### src/rtl/hash_freq_reader_pkg.sv
// Shared constants, state encoding and helpers for the hash/occurrence table
// reader. The hash builder uses the same table geometry and read latency.
package hash_freq_reader_pkg;

    function automatic int log2(input int n);
        int r;
        r = 0;
        while ((1 << r) < n) r++;
        return r;
    endfunction

    localparam int DEPTH         = 128;
    localparam int ADDR_BITS     = log2(DEPTH);
    localparam int MASK          = DEPTH - 1;
    localparam int DATA_BITS     = 32;
    // Registered-address dual table: data shows up two cycles after RdAddr.
    localparam int READ_LATENCY  = 2;

    typedef enum logic [2:0] {
        IDLE,
        ISSUE,
        WAIT,
        CAPTURE,
        EMIT,
        CLEAR,
        NEXT,
        DONE
    } reader_state_t;

endpackage

### src/rtl/hash_freq_reader.sv
// Scans every slot of the hash/occurrence table and streams entries whose
// count reaches the threshold as (value, count, slot) records, optionally zeroing slots.
module hash_freq_reader
    import hash_freq_reader_pkg::*;
#(
    parameter int BIT_ON_TAILS     = ADDR_BITS,
    parameter int DATA_INDEX_WIDTH = DATA_BITS
) (
    input  logic                        clk,
    input  logic                        rst,
    input  logic                        start,
    input  logic                        clear_en,
    input  logic [DATA_INDEX_WIDTH-1:0] threshold,
    output logic                        busy,
    output logic                        done,
    output logic [BIT_ON_TAILS-1:0]     RdAddr,
    input  logic [DATA_INDEX_WIDTH-1:0] HashValue,
    input  logic [DATA_INDEX_WIDTH-1:0] OccurrValue,
    output logic                        WrEn,
    output logic [BIT_ON_TAILS-1:0]     WrAddr,
    output logic [DATA_INDEX_WIDTH-1:0] NewHashValue,
    output logic [DATA_INDEX_WIDTH-1:0] NewOccurrValue,
    output logic                        out_valid,
    input  logic                        out_ready,
    output logic [DATA_INDEX_WIDTH-1:0] out_value,
    output logic [DATA_INDEX_WIDTH-1:0] out_count,
    output logic [BIT_ON_TAILS-1:0]     out_slot,
    output logic [BIT_ON_TAILS:0]       emit_count,
    output logic [DATA_INDEX_WIDTH-1:0] total_occurr
);

    localparam logic [BIT_ON_TAILS-1:0] LAST_ADDR = BIT_ON_TAILS'((1 << BIT_ON_TAILS) - 1);

    reader_state_t                 state, next_state;
    logic [BIT_ON_TAILS-1:0]       addr;
    logic                          clear_q;
    logic [DATA_INDEX_WIDTH-1:0]   thr_q;
    logic [DATA_INDEX_WIDTH:0]     sum_wide;
    logic [DATA_INDEX_WIDTH-1:0]   sat_sum;

    assign RdAddr         = addr;
    assign WrAddr         = addr;
    assign NewHashValue   = '0;
    assign NewOccurrValue = '0;

    assign sum_wide = {1'b0, total_occurr} + {1'b0, out_count};
    assign sat_sum  = sum_wide[DATA_INDEX_WIDTH] ? '1 : sum_wide[DATA_INDEX_WIDTH-1:0];

    // The threshold is forced to at least 1 when latched, so a zero count can never qualify.
    always_comb begin
        next_state = state;
        case (state)
            IDLE:    if (start) next_state = ISSUE;
            ISSUE:   next_state = WAIT;
            WAIT:    next_state = CAPTURE;
            CAPTURE: begin
                if (OccurrValue >= thr_q) next_state = EMIT;
                else if (clear_q)         next_state = CLEAR;
                else                      next_state = NEXT;
            end
            EMIT:    if (out_ready) next_state = clear_q ? CLEAR : NEXT;
            CLEAR:   next_state = NEXT;
            NEXT:    next_state = (addr == LAST_ADDR) ? DONE : ISSUE;
            DONE:    next_state = IDLE;
            default: next_state = IDLE;
        endcase
    end

    // Status strobes are decoded from next_state so they line up with the state register.
    always_ff @(posedge clk) begin
        if (rst) begin
            state        <= IDLE;
            addr         <= '0;
            clear_q      <= 1'b0;
            thr_q        <= DATA_INDEX_WIDTH'(1);
            busy         <= 1'b0;
            done         <= 1'b0;
            out_valid    <= 1'b0;
            WrEn         <= 1'b0;
            out_value    <= '0;
            out_count    <= '0;
            out_slot     <= '0;
            emit_count   <= '0;
            total_occurr <= '0;
        end else begin
            state     <= next_state;
            busy      <= (next_state != IDLE) && (next_state != DONE);
            done      <= (next_state == DONE);
            out_valid <= (next_state == EMIT);
            WrEn      <= (next_state == CLEAR);
            case (state)
                IDLE: begin
                    if (start) begin
                        thr_q        <= (threshold == '0) ? DATA_INDEX_WIDTH'(1) : threshold;
                        clear_q      <= clear_en;
                        addr         <= '0;
                        emit_count   <= '0;
                        total_occurr <= '0;
                    end
                end
                CAPTURE: begin
                    out_value <= HashValue;
                    out_count <= OccurrValue;
                    out_slot  <= addr;
                end
                EMIT: begin
                    if (out_ready) begin
                        emit_count   <= emit_count + (BIT_ON_TAILS + 1)'(1);
                        total_occurr <= sat_sum;
                    end
                end
                NEXT: begin
                    if (addr != LAST_ADDR) addr <= addr + BIT_ON_TAILS'(1);
                end
                default: ;
            endcase
        end
    end

endmodule
### config.mk
export PLATFORM = sky130hd
export DESIGN_NAME = hash_freq_reader
export DESIGN_NICKNAME = d
export VERILOG_FILES = /design/src/rtl/hash_freq_reader_pkg.sv /design/src/rtl/hash_freq_reader.sv
export SDC_FILE = /design/constraint.sdc
export NUM_CORES = 1
export LEC_CHECK = 0
export BUFFER_PORTS_ARGS = -buffer_cell sky130_fd_sc_hd__buf_4
export CORE_UTILIZATION = 25
export DETAILED_ROUTE_END_ITERATION = 7
export PLACE_DENSITY = 0.57
export SLEW_MARGIN = 20
export SYNTH_ARGS = -nofsm -noshare
export SYNTH_HDL_FRONTEND = slang
export SYNTH_SLANG_ARGS = --single-unit
### constraint.sdc
create_clock -name clk -period 3.6 [get_ports clk]
set_clock_uncertainty 0.2 [all_clocks]
set_input_delay 0.54 -clock clk [delete_from_list [all_inputs] [get_ports clk]]
set_output_delay 0.54 -clock clk [all_outputs]
set_load 0.05 [all_outputs]
# [After elaboration in Yosys (flattened, before gate mapping)]
# Cells that the tools add are included.
[classes] n_eq_ne=16 n_bitwise=0 addsub=3 shifts=0 order_cmp=1 reduce_logical=9 mux=17 div=0 n_mul=0
[op_table] op="32-bit 2-to-1 mux" count=4
[op_table] op="32-bit one-hot mux with 2 select lines" count=1
[op_table] op="32-bit by 32-bit adder with 33-bit output" count=1
[op_table] op="32-bit >= comparator" count=1
[op_table] op="32-bit logical NOT" count=1
[op_table] op="3-bit one-hot mux with 8 select lines" count=1
[op_table] op="3-bit equality test (second input constant)" count=7
[op_table] op="8-bit 2-to-1 mux" count=2
[op_table] op="8-bit one-hot mux with 2 select lines" count=1
[op_table] op="7-bit 2-to-1 mux" count=2
[op_table] op="7-bit one-hot mux with 2 select lines" count=1
[op_table] op="3-bit 2-to-1 mux" count=3
[op_table] op="8-bit by 1-bit adder with 8-bit output (second input constant)" count=1
[op_table] op="7-bit by 1-bit adder with 7-bit output (second input constant)" count=1
[op_table] op="7-bit equality test (second input constant)" count=1
[op_table] op="7-bit inequality test (second input constant)" count=1
[op_table] op="3-bit by 2-bit equality test with 1-bit output (second input constant)" count=2
[op_table] op="2-bit inequality test (second input constant)" count=3
[op_table] op="3-bit AND reduction" count=2
[op_table] op="2-bit 2-to-1 mux" count=2
[op_table] op="2-bit nonzero test" count=2
[op_table] op="3-bit by 1-bit equality test with 1-bit output (second input constant)" count=1
[op_table] op="3-bit logical NOT" count=1
[op_table] op="3-bit inequality test (second input constant)" count=1
[op_table] op="other kinds (3)" count=3
[totals] inputBits=101 mem_bits_ro=0 ram_bits=0 regBits=158 latch_bits=0 output_inout_bits=193 mem_count=0

# [Longest topological paths before layout]
[depth] word_depth=5 mapped_depth=13 depth_no_buf=11

# [Worst setup path after synthesis]
# Ideal clock, no wire load.
[synth_path] path_type="flip-flop to flip-flop" from="register total_occurr[0]" to="register total_occurr[22]" slack_ns=0.099 arrival_time_ns=3.221 synth_period_minus_slack_ns=3.501 path_buffers=2 stages_incl_launch_ff=14 path_cell_list="dfxtp_1 > ha_1 > inv_1 > fa_1 > and2b_1 > o211ai_1 > a2111oi_4 > o21ai_1 > and2_1 > buf_6 > o31ai_4 > nor2_4 > buf_6 > a211oi_2"
[synth_via] elab_chain_cells=4
[synth_lines] element="start: declaration" line_no="hash_freq_reader.sv:29" rtl="output logic [DATA_INDEX_WIDTH-1:0] total_occurr"
[synth_lines] element="start signal: assignment" line_no="hash_freq_reader.sv:109" rtl="total_occurr <= sat_sum;"
[synth_lines] element="32-bit by 32-bit adder with 33-bit output" line_no="hash_freq_reader.sv:46" rtl="assign sum_wide = {1'b0, total_occurr} + {1'b0, out_count};"
[synth_lines] element="32-bit 2-to-1 mux" line_no="hash_freq_reader.sv:47" rtl="assign sat_sum = sum_wide[DATA_INDEX_WIDTH] ? '1 : sum_wide[DATA_INDEX_WIDTH-1:0];"
[synth_lines] element="32-bit 2-to-1 mux" line_no="hash_freq_reader.sv:107" rtl="if (out_ready) begin"
[synth_lines] element="32-bit one-hot mux with 2 select lines" line_no="hash_freq_reader.sv:91" rtl="case (state)"
# Every way passes these cells. The select of a mux whose other input is x is not followed.
# A chain may end at the register's enable or synchronous reset.

# [Worst setup path in the final report]
[layout_path] from="register total_occurr[0]" to="register total_occurr[20]"
# Same word-level chain as after synthesis.

==> run_results.csv <==
group,metric,value,unit
worst_setup_path,max_stage_delay,500,ps
placement,dpl_worst_slack,190,ps
clock_network,clkSlewWorstSetupHoldPaths,70,ps
drt,first_pass_iters,4,
grt,grt_max_degree,68,
finish,antenna_cells,0,
timing,post-route-period-util,0.943,
worst_setup_path,path_max_fanout,11,
finish,fin_nets,1488,
finish,final_area,0.0113,mm2
grt,grt.total_usage,0.155,
timing,fmaxAchievable,0.295,GHz
floorplanning,dieArea,0.0358,mm2
finish,final_common_cell,"nand2_1",
clock_network,cts_tree,"done",
yosys,async_reset_ff_frac,0,
yosys,ys_ff_latch,158,
power,p_int,3.23,mW
timing,tightest_slew,812,ps
timing,relSlewSlack,0.459,
clock_network,clock-root-buffer,"clkbuf_16",
power,finalPower,4.57,mW
timing,setup_ws,206,ps
yosys,synth.distinct_cells,57,
yosys,synthCells,1125,
power,irDropWorstVdd,0.336,mV
floorplanning,start_util,0.254,
worst_setup_path,cp.arrival,3540,ps
worst_setup_path,endpoint_kind,"register",
run_status,status,"finished clean",
clock_network,clockBufferDepth,2,
power,seqPwrFrac,0.404,
floorplanning,die_h,189,um
floorplanning,core_region_area,0.0345,mm2
timing,tns,0,ps
power,pwr-share-clk,0.434,
floorplanning,rows,68,
yosys,yosysSeqAreaShare,0.361,
clock_network,clkLatencyLatePin,440,ps
finish,layout_common_cells,"254 x nand2_1, 242 x buf_4, 190 x a21oi_1, 158 x dfxtp_1, 66 x ha_1",
placement,place.gp.congestion,0.866,
drt,drc_errors,0,
yosys,synth_edf_count,0,
yosys,yosysWarnings,0,
drt,wl_per_cell,15.6,um
power,swShare,0.292,
clock_network,cts.sinks,158,
flow_run,maxCapViolCount,0,
timing,slew_violations,0,
drt,vias,8079,
timing,rsz0062_at_grt,"no",
worst_setup_path,cp_slowest_cell,"o31a_2",
finish,drive_gt1_frac,0.223,
clock_network,numCtsBuffers,17,
clock_network,postCtsHoldBufs,0,
yosys,avgSynthCellArea,7.80,um2
worst_setup_path,critical_path_class,"reg2reg",
placement,port_buffers,229,
finish,area_delta_synth_final,28.6,%
power,power_density,405,mW/mm2
grt,overflow,0,
floorplanning,die_w,189,um
power,p_leak,4.63,nW
drt,ant_nets,0,
yosys,synth_flop_cell,"dfxtp_1",
placement,place_hpwl,21300,um
worst_setup_path,cp-start-kind,"register",
drt,drtIter0Drc,454,
drt,routed_via_density,4.52,
timing,hold_viol,0,
yosys,netlist_area,0.00877,mm2
grt,antenna_found_initial,0,
timing,setup_viol,0,
clock_network,cts_max_level,4,
timing,min_period,3390,ps
power,pwr-share-comb,0.162,
grt,grt_pass1_wl,42900,um
drt,drt-total-wl,28000,um
worst_hold_path,hold_class,"in2reg",
floorplanning,num_io_pins,294,
power,switchingPower,1.34,mW
worst_setup_path,crit_required,3750,ps
placement,post_dp_cell_area,0.0106,mm2
grt,grt_pass1_vias,7589,
worst_setup_path,worstPathCellList,"ha_1 -> inv_1 -> fa_1 -> and2b_1 -> o211ai_1 -> a2111oi_4 -> o21ai_1 -> and2_1 -> o31a_2 -> and3_1 -> a211oi_1",
routing by layer:
layer  GRT usage  wire, um  vias to the layer above
li1            -         -                     4124
met1       0.207     13200                     3722
met2       0.246     12800                      205
met3      0.0337      1370                       28
met4      0.0537       577                        0
met5           0         0                        -
Yosys cell counts (10+ instances only):
cell type | n | area, um2
ha_1 | 66 | 826
nand4_1 | 14 | 87.6
a211oi_2 | 10 | 125
buf_4 | 71 | 533
a21oi_1 | 190 | 951
nand2_1 | 255 | 957
dfxtp_1 | 158 | 3160
xnor2_1 | 16 | 140
o21ai_0 | 30 | 150
nand3_1 | 19 | 95.1
clkbuf_1 | 53 | 199
nor2_1 | 40 | 150
inv_1 | 47 | 176
a21o_1 | 13 | 97.6
nor4_1 | 11 | 68.8
a211oi_1 | 17 | 128
xor2_1 | 18 | 158
power groups by stage:
stage	logic [mW]	clock network, mW	registers, mW
6_report	0.739	1.98	1.85
5_1_grt	0.815	2.11	1.85
4_1_cts	0.746	2.04	1.85
3_5_place_dp	0.744	0	1.88
3_3_place_gp	0.738	0	1.88
2_1_floorplan	0.506	0	1.93
worst paths after layout:
| path | from | end | slack (ps) | cells past startpoint |
|---|---|---|---|---|
| max | total_occurr[0] | total_occurr[20] | 210 | 11 |
| min | HashValue[14] | out_value[14] | 150 | 3 |
| max reg2reg | total_occurr[0] | total_occurr[20] | 210 | 11 |
| min reg2reg | out_value[21] | out_value[21] | 250 | 2 |
area by class of cell:
cell class                 instances  area (um2)
clock inverter                    13         185
tap                              455         569
inverter                          47         176
fill                            3734       23300
multi-input combinational        854        4910
timing repair buffer             242        1820
clock buffer                      19         453
sequential                       158        3160
stage by stage:
| stage | cells | hold WS [ps] | utilization |
|---|---|---|---|
| 2_1_floorplan | 1188 | 236 | - |
| 3_3_place_gp | 1756 | 243 | 0.308 |
| 3_5_place_dp | 1756 | 248 | 0.308 |
| 4_1_cts | 1788 | 123 | 0.326 |
| 5_1_grt | 1788 | 133 | 0.326 |
| 6_report | 1788 | 151 | 0.326 |
flip-flops by register name, summed over array words and instances (netlist names):
| register | cells |
|---|---|
| total_occurr | 32 |
| WrEn | 1 |
| busy | 1 |
| out_count | 32 |
| out_slot | 7 |
| out_valid | 1 |
| emit_count | 8 |
| done | 1 |
| RdAddr | 7 |
| thr_q | 32 |
| clear_q | 1 |
| state | 3 |
| out_value | 32 |
worst max-delay path, delay by kind of cell (launching register included):
family / cells / cell delay, ps
AO/OA/AOI/OAI: 5 / 1400
flip-flops: 1 / 360
buffers and inverters: 1 / 60
AND/OR/NAND/NOR: 3 / 700
adder cells (fa/ha/maj): 2 / 590
kinds of logic (layout without fill, tap and decap cells):
family	count (synthesis)	after routing	synth area share
AOI/OAI and AO/OA	309	309	0.214
adders and majority gates	67	67	0.0964
DFF	158	158	0.361
and+or+nand+nor	379	379	0.186
xor gates and xnor gates	34	34	0.0339
muxes	1	1	0.00128
buffers and inverters	176	321	0.108
other	1	64	0.000427
repair_timing:
item	CTS	global route
setup buffers	0	0
gates resized for setup	0	1
endpoints found under the setup margin	0	1
(Power assumes the default switching activity.)
